`src/rtl/fp_addsub_pipe.sv`:
```
// Three-stage floating-point adder/subtractor, flush-to-zero, round-to-nearest-even.
// A single enable stalls the whole pipeline when the output is held.
module fp_addsub_pipe #(
    parameter int unsigned EXP_W = 5,
    parameter int unsigned MAN_W = 10,
    parameter int unsigned TAG_W = 4
) (
    input  logic                 clk,
    input  logic                 rst,
    input  logic                 in_valid,
    output logic                 in_ready,
    input  logic [EXP_W+MAN_W:0] a,
    input  logic [EXP_W+MAN_W:0] b,
    input  logic                 op,
    input  logic [TAG_W-1:0]     in_tag,
    output logic                 out_valid,
    input  logic                 out_ready,
    output logic [EXP_W+MAN_W:0] y,
    output logic [TAG_W-1:0]     out_tag,
    output logic                 flag_nv,
    output logic                 flag_of
);
    localparam int unsigned W   = 1 + EXP_W + MAN_W;
    localparam int unsigned M   = MAN_W + 1;
    localparam int unsigned A   = MAN_W + 3;
    localparam int unsigned F   = MAN_W + 4;
    localparam int unsigned SHW = 2 * A;
    localparam int unsigned XW  = EXP_W + 2;
    localparam int unsigned LZW = $clog2(F + 1);
    localparam int unsigned SAW = $clog2(SHW);
    localparam logic [EXP_W-1:0] EMAX = '1;
    localparam logic [W-1:0]     QNAN = {1'b0, EMAX, 1'b1, {(MAN_W-1){1'b0}}};

    function automatic logic [LZW-1:0] lzc(input logic [F-1:0] v);
        logic found;
        found = 1'b0;
        lzc   = '0;
        for (int i = int'(F) - 1; i >= 0; i--) begin
            if (!found) begin
                if (v[i]) found = 1'b1;
                else      lzc   = lzc + LZW'(1);
            end
        end
    endfunction

    logic en;
    assign en       = !out_valid || out_ready;
    assign in_ready = en;

    // Stage 1: unpack, classify, order by magnitude, align the smaller operand
    logic             sa, sb, a_max, b_max, a_nan, b_nan, a_inf, b_inf, a_big;
    logic [EXP_W-1:0] ea, eb, big_e, sm_e, diff;
    logic [M-1:0]     ma, mb, big_m, sm_m;
    logic [SAW-1:0]   shamt;
    logic [SHW-1:0]   sh_in, sh_out;

    logic             v1_q, sign1_q, sub1_q, spec1_q, nv1_q;
    logic             sign1_d, sub1_d, spec1_d, nv1_d;
    logic [TAG_W-1:0] tag1_q;
    logic [EXP_W-1:0] exp1_q, exp1_d;
    logic [F-1:0]     mb1_q, ms1_q, mb1_d, ms1_d;
    logic [W-1:0]     specv1_q, specv1_d;

    always_comb begin
        sa     = a[W-1];
        sb     = b[W-1] ^ op;
        ea     = a[W-2:MAN_W];
        eb     = b[W-2:MAN_W];
        a_max  = &ea;
        b_max  = &eb;
        a_nan  = a_max && (a[MAN_W-1:0] != '0);
        b_nan  = b_max && (b[MAN_W-1:0] != '0);
        a_inf  = a_max && (a[MAN_W-1:0] == '0);
        b_inf  = b_max && (b[MAN_W-1:0] == '0);
        ma     = (ea == '0) ? '0 : {1'b1, a[MAN_W-1:0]};
        mb     = (eb == '0) ? '0 : {1'b1, b[MAN_W-1:0]};
        a_big  = {ea, ma} >= {eb, mb};
        big_e  = a_big ? ea : eb;
        big_m  = a_big ? ma : mb;
        sm_e   = a_big ? eb : ea;
        sm_m   = a_big ? mb : ma;
        diff   = big_e - sm_e;
        shamt  = (32'(diff) > A) ? SAW'(A) : SAW'(diff);
        sh_in  = {sm_m, 2'b00, {A{1'b0}}};
        sh_out = sh_in >> shamt;

        sign1_d  = a_big ? sa : sb;
        sub1_d   = sa ^ sb;
        exp1_d   = big_e;
        mb1_d    = {big_m, 3'b000};
        ms1_d    = {sh_out[SHW-1 -: A], |sh_out[A-1:0]};
        spec1_d  = a_max || b_max;
        nv1_d    = a_nan || b_nan || (a_inf && b_inf && (sa != sb));
        specv1_d = nv1_d ? QNAN :
                   (a_inf ? {sa, EMAX, {MAN_W{1'b0}}} : {sb, EMAX, {MAN_W{1'b0}}});
    end

    // Stage 2: add/subtract magnitudes and normalize
    logic [F:0]       sum;
    logic [LZW-1:0]   lz;
    logic             v2_q, sign2_q, zero2_q, spec2_q, nv2_q;
    logic             sign2_d, zero2_d;
    logic [TAG_W-1:0] tag2_q;
    logic [XW-1:0]    exp2_q, exp2_d;
    logic [A-1:0]     man2_q, man2_d;
    logic [W-1:0]     specv2_q;

    always_comb begin
        sum = sub1_q ? ({1'b0, mb1_q} - {1'b0, ms1_q}) : ({1'b0, mb1_q} + {1'b0, ms1_q});
        lz  = lzc(sum[F-1:0]);
        if (sum[F]) begin
            man2_d = {sum[F-1:2], sum[1] | sum[0]};
            exp2_d = XW'(exp1_q) + XW'(1);
        end else begin
            man2_d = A'(sum[F-1:0] << lz);
            exp2_d = XW'(exp1_q) - XW'(lz);
        end
        zero2_d = (sum == '0);
        // exact cancellation yields +0; like-signed zeros keep their sign
        sign2_d = sign1_q && !(zero2_d && sub1_q);
    end

    // Stage 3: round to nearest even, pack, resolve specials and flags
    logic             inc;
    logic [MAN_W:0]   mr;
    logic [XW-1:0]    exp_r;
    logic             v3_q, nv3_q, of3_q, nv3_d, of3_d;
    logic [TAG_W-1:0] tag3_q;
    logic [W-1:0]     y3_q, y3_d;

    always_comb begin
        inc   = man2_q[2] && (man2_q[1] || man2_q[0] || man2_q[3]);
        mr    = {1'b0, man2_q[A-1:3]} + (MAN_W+1)'(inc);
        exp_r = mr[MAN_W] ? exp2_q + XW'(1) : exp2_q;
        y3_d  = {sign2_q, exp_r[EXP_W-1:0], mr[MAN_W-1:0]};
        nv3_d = 1'b0;
        of3_d = 1'b0;
        if (spec2_q) begin
            y3_d  = specv2_q;
            nv3_d = nv2_q;
        end else if (zero2_q || exp_r[XW-1] || (exp_r == '0)) begin
            y3_d = {sign2_q, {(W-1){1'b0}}};
        end else if (exp_r >= XW'(EMAX)) begin
            y3_d  = {sign2_q, EMAX, {MAN_W{1'b0}}};
            of3_d = 1'b1;
        end
    end

    always_ff @(posedge clk or posedge rst) begin
        if (rst) begin
            v1_q <= 1'b0; sign1_q <= 1'b0; sub1_q <= 1'b0; spec1_q <= 1'b0; nv1_q <= 1'b0;
            tag1_q <= '0; exp1_q <= '0; mb1_q <= '0; ms1_q <= '0; specv1_q <= '0;
            v2_q <= 1'b0; sign2_q <= 1'b0; zero2_q <= 1'b0; spec2_q <= 1'b0; nv2_q <= 1'b0;
            tag2_q <= '0; exp2_q <= '0; man2_q <= '0; specv2_q <= '0;
            v3_q <= 1'b0; nv3_q <= 1'b0; of3_q <= 1'b0; tag3_q <= '0; y3_q <= '0;
        end else if (en) begin
            v1_q <= in_valid; sign1_q <= sign1_d; sub1_q <= sub1_d; spec1_q <= spec1_d;
            nv1_q <= nv1_d; tag1_q <= in_tag; exp1_q <= exp1_d; mb1_q <= mb1_d;
            ms1_q <= ms1_d; specv1_q <= specv1_d;
            v2_q <= v1_q; sign2_q <= sign2_d; zero2_q <= zero2_d; spec2_q <= spec1_q;
            nv2_q <= nv1_q; tag2_q <= tag1_q; exp2_q <= exp2_d; man2_q <= man2_d;
            specv2_q <= specv1_q;
            v3_q <= v2_q; nv3_q <= nv3_d; of3_q <= of3_d; tag3_q <= tag2_q; y3_q <= y3_d;
        end
    end

    assign out_valid = v3_q;
    assign y         = y3_q;
    assign out_tag   = tag3_q;
    assign flag_nv   = nv3_q;
    assign flag_of   = of3_q;
endmodule

```
`config.mk`:
```
export PLATFORM = sky130hd
export DESIGN_NAME = fp_addsub_pipe
export DESIGN_NICKNAME = d
export VERILOG_FILES = /design/src/rtl/fp_addsub_pipe.sv
export SDC_FILE = /design/constraint.sdc
export NUM_CORES = 1
export LEC_CHECK = 0
export ABC_AREA = 0
export CELL_PAD_IN_SITES_DETAIL_PLACEMENT = 0
export CELL_PAD_IN_SITES_GLOBAL_PLACEMENT = 1
export CORE_MARGIN = 2
export CORE_UTILIZATION = 41
export CTS_CLUSTER_SIZE = 20
export DETAILED_ROUTE_END_ITERATION = 16
export MAX_ROUTING_LAYER = met4
export PLACE_DENSITY = 0.77
export RECOVER_POWER = 50
export SLEW_MARGIN = 20
export SYNTH_ARGS = -nofsm -noshare
export SYNTH_HDL_FRONTEND = slang
export SYNTH_SLANG_ARGS = --single-unit
```
`constraint.sdc`:
```
create_clock -name clk -period 9 [get_ports clk]
set_clock_uncertainty 0.05 [all_clocks]
set_input_delay 1.35 -clock clk [delete_from_list [all_inputs] [get_ports clk]]
set_output_delay 1.35 -clock clk [all_outputs]
set_load 0.05 [all_outputs]
```
Word-level counts from Yosys, hierarchy flattened
Index checks and enable logic that the tools add are counted.

word-level totals
  register bits after elaboration = 123
  latch bits = 0
  RAM bits = 0
  bits in read-only memories = 0
  bits of input ports = 41
  output and inout port bits = 24
  word-level logic and storage cells = 156
  memories = 0

operators by class
  $add $sub $neg = 20
  multiply operators = 0
  divide/modulo/power cells = 0
  $lt $le $gt $ge = 3
  eq/ne operators = 1
  shift operators = 2
  mux-type cells = 73
  bitwise operators = 3
  reductions and logical operators = 30

operator list
  operator                                                       number
  4-bit 2-to-1 mux                                               26
  4-bit by 1-bit adder with 4-bit output, second input constant  13
  16-bit 2-to-1 mux                                              3
  15-bit 2-to-1 mux                                              3
  11-bit 2-to-1 mux                                              4
  1-bit 2-to-1 mux                                               31
  26-bit by 5-bit right shift with 26-bit output                 1
  10-bit logical NOT                                             2
  10-bit nonzero test                                            2
  16-bit >= comparator                                           1
  14-bit by 14-bit adder with 15-bit output                      1
  15-bit logical NOT                                             1
  5-bit 2-to-1 mux                                               3
  14-bit by 14-bit subtractor with 15-bit output                 1
  7-bit 2-to-1 mux                                               2
  14-bit by 4-bit left shift with 13-bit output                  1
  13-bit 2-to-1 mux                                              1
  13-bit OR reduction                                            1
  10-bit by 1-bit adder with 11-bit output                       1
  5-bit logical NOT                                              2
  5-bit AND reduction                                            2
  1-bit logical AND                                              9
  1-bit logical OR                                               8
  7-bit by 1-bit adder with 7-bit output, second input constant  1
  10 further kinds                                               12

Longest topological paths before layout
  word-level depth = 44
  gate-level depth with buffers = 55

Worst setup path before layout
OpenSTA, ideal clock, no wires.

  kind = reg-to-reg
  from = reg mb1_q[3]
  to = reg exp2_q[4]
  data arrival time = 9.313 ns
  setup slack = -0.496 ns
  cell stages (with the launch flop) = 55
  clock period less this slack = 9.496 ns
  cells stage by stage = dfrtp_1 ha_1 inv_1 fa_1 o21bai_1 a211oi_1 or4_1 a211o_1 xnor2_4 nand2_4 inv_2 buf_4 ha_1 nor2_1 nor2_1 ha_1 o21ai_0 a21oi_1 [19 not listed] ha_1 nor2_1 o31ai_1 ha_1 nor2b_1 xnor2_1 nor2_1 nor3_1 mux2i_1 xor2_2 inv_2 buf_6 ha_1 a21o_1 a211oi_1 a41o_1 xnor2_1 o21ai_0

on the way
  cells in the longest elaborated chain, start to end = 44

ends and longest elaborated chain
  element                                                                                                      RTL line  source
  start, declared                                                                                              61        logic [F-1:0] mb1_q, ms1_q, mb1_d, ms1_d;
  start signal, assigned                                                                                       158       nv1_q <= nv1_d; tag1_q <= in_tag; exp1_q <= exp1_d; mb1_q <= mb1_d;
  14-bit by 14-bit adder with 15-bit output or 14-bit by 14-bit subtractor with 15-bit output (tied branches)  109       sum = sub1_q ? ({1'b0, mb1_q} - {1'b0, ms1_q}) : ({1'b0, mb1_q} + {1'b0, ms1_q});
  15-bit 2-to-1 mux (*)                                                                                        109
  1-bit 2-to-1 mux                                                                                             40        if (v[i]) found = 1'b1;
  4-bit by 1-bit adder with 4-bit output                                                                       41        else lzc = lzc + LZW'(1);
  4-bit 2-to-1 mux                                                                                             40
  4-bit 2-to-1 mux                                                                                             39        if (!found) begin
  4-bit by 1-bit adder with 4-bit output                                                                       41
  4-bit 2-to-1 mux                                                                                             40
  [28 not listed]                                                                                              --
  4-bit by 1-bit adder with 4-bit output                                                                       41
  4-bit 2-to-1 mux                                                                                             40
  4-bit 2-to-1 mux                                                                                             39
  4-bit by 1-bit adder with 4-bit output                                                                       41
  4-bit 2-to-1 mux                                                                                             40
  4-bit 2-to-1 mux                                                                                             39
  5-bit by 4-bit subtractor with 6-bit output                                                                  116       exp2_d = XW'(exp1_q) - XW'(lz);
  7-bit 2-to-1 mux (*)                                                                                         111       if (sum[F]) begin
  end signal, assigned                                                                                         161       nv2_q <= nv1_q; tag2_q <= tag1_q; exp2_q <= exp2_d; man2_q <= man2_d;
  end, declared                                                                                                104       logic [XW-1:0] exp2_q, exp2_d;

Mark *: on every way between the ends. The rest lies on a longest branch, timed or not.
A chain may end at the register's enable or synchronous reset.

Final worst setup path
Ends and elaborated chain as after synthesis.

==> summary.md <==
| Metric | Value |
|---|---|
| Clk Latency, worst-skew pair | `0.35 ns` |
| Area Overhead vs Synth | `20.6%` |
| Synth Area in Simple Gates | `24.1%` |
| Total wire length | `27500 um` |
| CTS tree | `yes` |
| WL per Instance | `17.3 um` |
| DRC | `0` |
| Setup slack, reg-to-reg | `-0.05 ns` |
| Largest family of logic cells by synthesized area | `compound AO/OA/AOI/OAI gates` |
| Placed insts | `1554` |
| Final instance area | `0.0113 mm2` |
| Initial antenna violation count | `0` |
| Chip Height | `155 um` |
| Post-synth EDFFs | `0` |
| Nets@finish | `1396` |
| Setup TNS | `-0.0494 ns` |
| Kind of critical path | `flip-flop to flip-flop` |
| First-pass GRT wire length | `44700 um` |
| Worst min-delay path category | `flip-flop to flip-flop` |
| PortBufs | `64` |
| Post-synthesis adder-cell area fraction | `8.16%` |
| Tot Pwr | `3.94 mW` |
| Clock tree buffer depth | `2` |
| Post-DP HPWL | `21200 um` |
| Initial Util | `41.6%` |
| Via count | `9204` |
| Slew headroom | `-135%` |
| Ys flop type | `dfrtp_1` |
| Power Dens Cells | `348 mW/mm2` |
| First-pass DRT Iterations | `5` |
| Initial drt markers | `610` |
| Dpl cell area | `0.0107 mm2` |
| Syn avg cell area | `7.76 um2` |
| Post-DRT Antenna Nets | `0` |
| Launch point of the worst path | `mb1_q[3]$_DFFE_PP0P_` |
| Most area-consuming cells after synthesis | `dfrtp_1 25%, ha_1 7.7%, nand2_1 7.4%` |
| CP max-delay cell | `or4_4` |
| # IOs | `65` |
| Proportion of layout cells with a drive suffix above 1 | `15.6%` |
| Worst Path Required | `9.17 ns` |
| Startpoint types | `flip-flop` |
| Seq/Total Area, Yosys | `25.3%` |
| Final Max Slew Viols | `66` |
| Synthesis Warnings | `0` |
| CTS root buf | `clkbuf_16` |
| Max-cap violations | `1` |
| Worst-margin pin slew | `3.53 ns` |
| Global route overflow | `0` |
| Top-area cell type share of the netlist area | `25.3%` |
| Pin count of the biggest net entering global routing | `79` |
| Number of global-route vias before repair | `8617` |
| CP Max Fanout | `3` |
| Clock transition at the registers of the reported paths | `0.07 ns` |
| WP buf/inv | `2` |
| Commonest non-fill, non-tap cell in the layout | `nand2_1` |
| Core Box Area | `0.0226 mm2` |
| Dpl ws | `-0.152 ns` |
| Setup slack after layout | `-0.0494 ns` |
| RSZ-0062 raised after global routing | `true` |
| Synth Area in Compound Gates | `28.5%` |
| VDD IR max | `0.120 mV` |
| Period utilization | `101%` |
| Hold WS | `0.408 ns` |
| N_diodes | `0` |
| Post-Syn Instances | `1209` |
| Mapped cell area | `0.00938 mm2` |
| Violated checks | `max-capacitance violations, max-slew violations, negative setup slack` |
| Setup-failing EPs final | `1` |
| Leak | `4.76 nW` |
| CTS buffer count | `9` |
| CP peak stage delay | `0.43 ns` |
| Worst Setup End Kind | `flip-flop` |
| Post-synth top area cell | `dfrtp_1` |
| Total GRT Usage | `23.4%` |
| Fin cells | `1584` |
| Most frequent cells in the layout | `183 x nand2_1, 95 x dfrtp_1, 89 x o21ai_0, 84 x nor2_1, 73 x buf_4` |
| Critical Path AT | `9.22 ns` |
| Share of flip-flops with an asynchronous set or reset | `100%` |
| Die X | `155 um` |
| Via density | `5.81` |
| CTS Sinks | `95` |
| Status | `finished with violations` |
| FF-to-FF Start | `mb1_q[3]$_DFFE_PP0P_` |
| CP dominant cell by count | `nor2_1` |
| # H-tree levels | `3` |
| Fin util | `50.1%` |
| Die footprint | `0.0241 mm2` |
| Fin crit period | `9.05 ns` |
| Min-delay src | `out_tag[1]$_DFFE_PP0P_` |
| Final Hold Viols | `0` |
| Count of different cell masters after synthesis | `105` |
| Crit-path leading delay family | `compound AO/OA/AOI/OAI gates` |
| Post-CTS Hold Buffers | `0` |
| Syn_nets | `1310` |
| Num rows | `55` |
| #FFs+latches synth | `95` |
| RD Place Congestion | `0.940` |
| Mux contribution to synthesized area | `4.75%` |
| Xor and xnor area share after synthesis | `3.91%` |
| Fmax | `0.111 GHz` |
-- registers in the layout (all words and copies together), names as in the netlist, 5 cells and up --
name,cells
man2_q,13
mb1_q,11
exp2_q,7
ms1_q,14
exp1_q,5
y,16
-- cell usage after synthesis (all sizes together) (6+ instances only) --
| master | count |
|---|---|
| nand2 | 186 |
| o21ai | 105 |
| dfrtp | 95 |
| nor2 | 92 |
| a21oi | 68 |
| ha | 58 |
| inv | 49 |
| clkbuf | 42 |
| mux2i | 40 |
| nor3 | 36 |
| nand3 | 33 |
| a31oi | 27 |
| buf | 24 |
| xnor2 | 22 |
| and2 | 21 |
| o21a | 20 |
| nor2b | 18 |
| a211oi | 17 |
| o31ai | 17 |
| o211ai | 16 |
| xor2 | 16 |
| a21o | 14 |
| and3 | 14 |
| nand2b | 14 |
| or3 | 11 |
| nand4 | 10 |
| o22ai | 10 |
| a211o | 8 |
| o22a | 8 |
| a22oi | 7 |
| or4 | 7 |
| a2111oi | 6 |
| a21boi | 6 |
| o221ai | 6 |
-- final timing paths --
kind                                           to  cells past startpoint
max reg2reg                 exp2_q[4]$_DFFE_PP0P_                     49
min in group asynchronous       y[11]$_DFFE_PP0P_                      2
min                        out_tag[1]$_DFFE_PP0P_                      2
max                         exp2_q[4]$_DFFE_PP0P_                     49
max in group asynchronous    ms1_q[5]$_DFFE_PP0P_                      3
min reg2reg                out_tag[1]$_DFFE_PP0P_                      2
-- power by group --
group          internal [mW]  switching [mW]
Sequential             0.579           0.133
Combinational           1.15            1.71
Clock                  0.195           0.169
-- layout make-up --
type	count	area [um2]
multi-input combinational	997	6880
fill	2209	11300
tap	285	357
clock inverter	4	31.3
inverter	51	193
clock buffer	11	243
timing repair buffer	141	1230
sequential	95	2380
-- what timing repair did --
action / CTS / global route
gates resized for setup: 10 / 48
hold endpoints to repair: 0 / 0
pin swaps: 12 / 43
setup endpoints to repair: 9 / 19
buffers inserted: 4 / 11
-- worst register-to-register path: cells and delay by family, from the launching register on --
kind / cells / cell delay [ns]
multiplexers: 1 / 0.13
flip-flops: 1 / 0.35
AO/OA/AOI/OAI: 20 / 3.78
buffers and inverters: 2 / 0.12
AND/OR/NAND/NOR: 11 / 1.24
XOR/XNOR: 6 / 0.85
adder cells (fa/ha/maj): 9 / 2.39
-- kinds of logic after synthesis --
| group | count (synthesis) |
|---|---|
| and+or+nand+nor | 466 |
| adders and majority gates | 60 |
| DFF | 95 |
| buffers and inverters | 117 |
| AOI/OAI and AO/OA | 389 |
| muxes | 44 |
| xor gates and xnor gates | 38 |
-- per-layer routing --
metal | wire length [um] | GRT usage [%] | part of all wire [%] | up-vias
li1 | - | - | - | 4587
met1 | 13400 | 32.1 | 49 | 4391
met2 | 12700 | 36.9 | 46 | 182
met3 | 729 | 2.28 | 2.7 | 44
met4 | 647 | 7.03 | 2.4 | 0
met5 | 0 | - | 0 | -
Power figures use the tool's default switching activity.
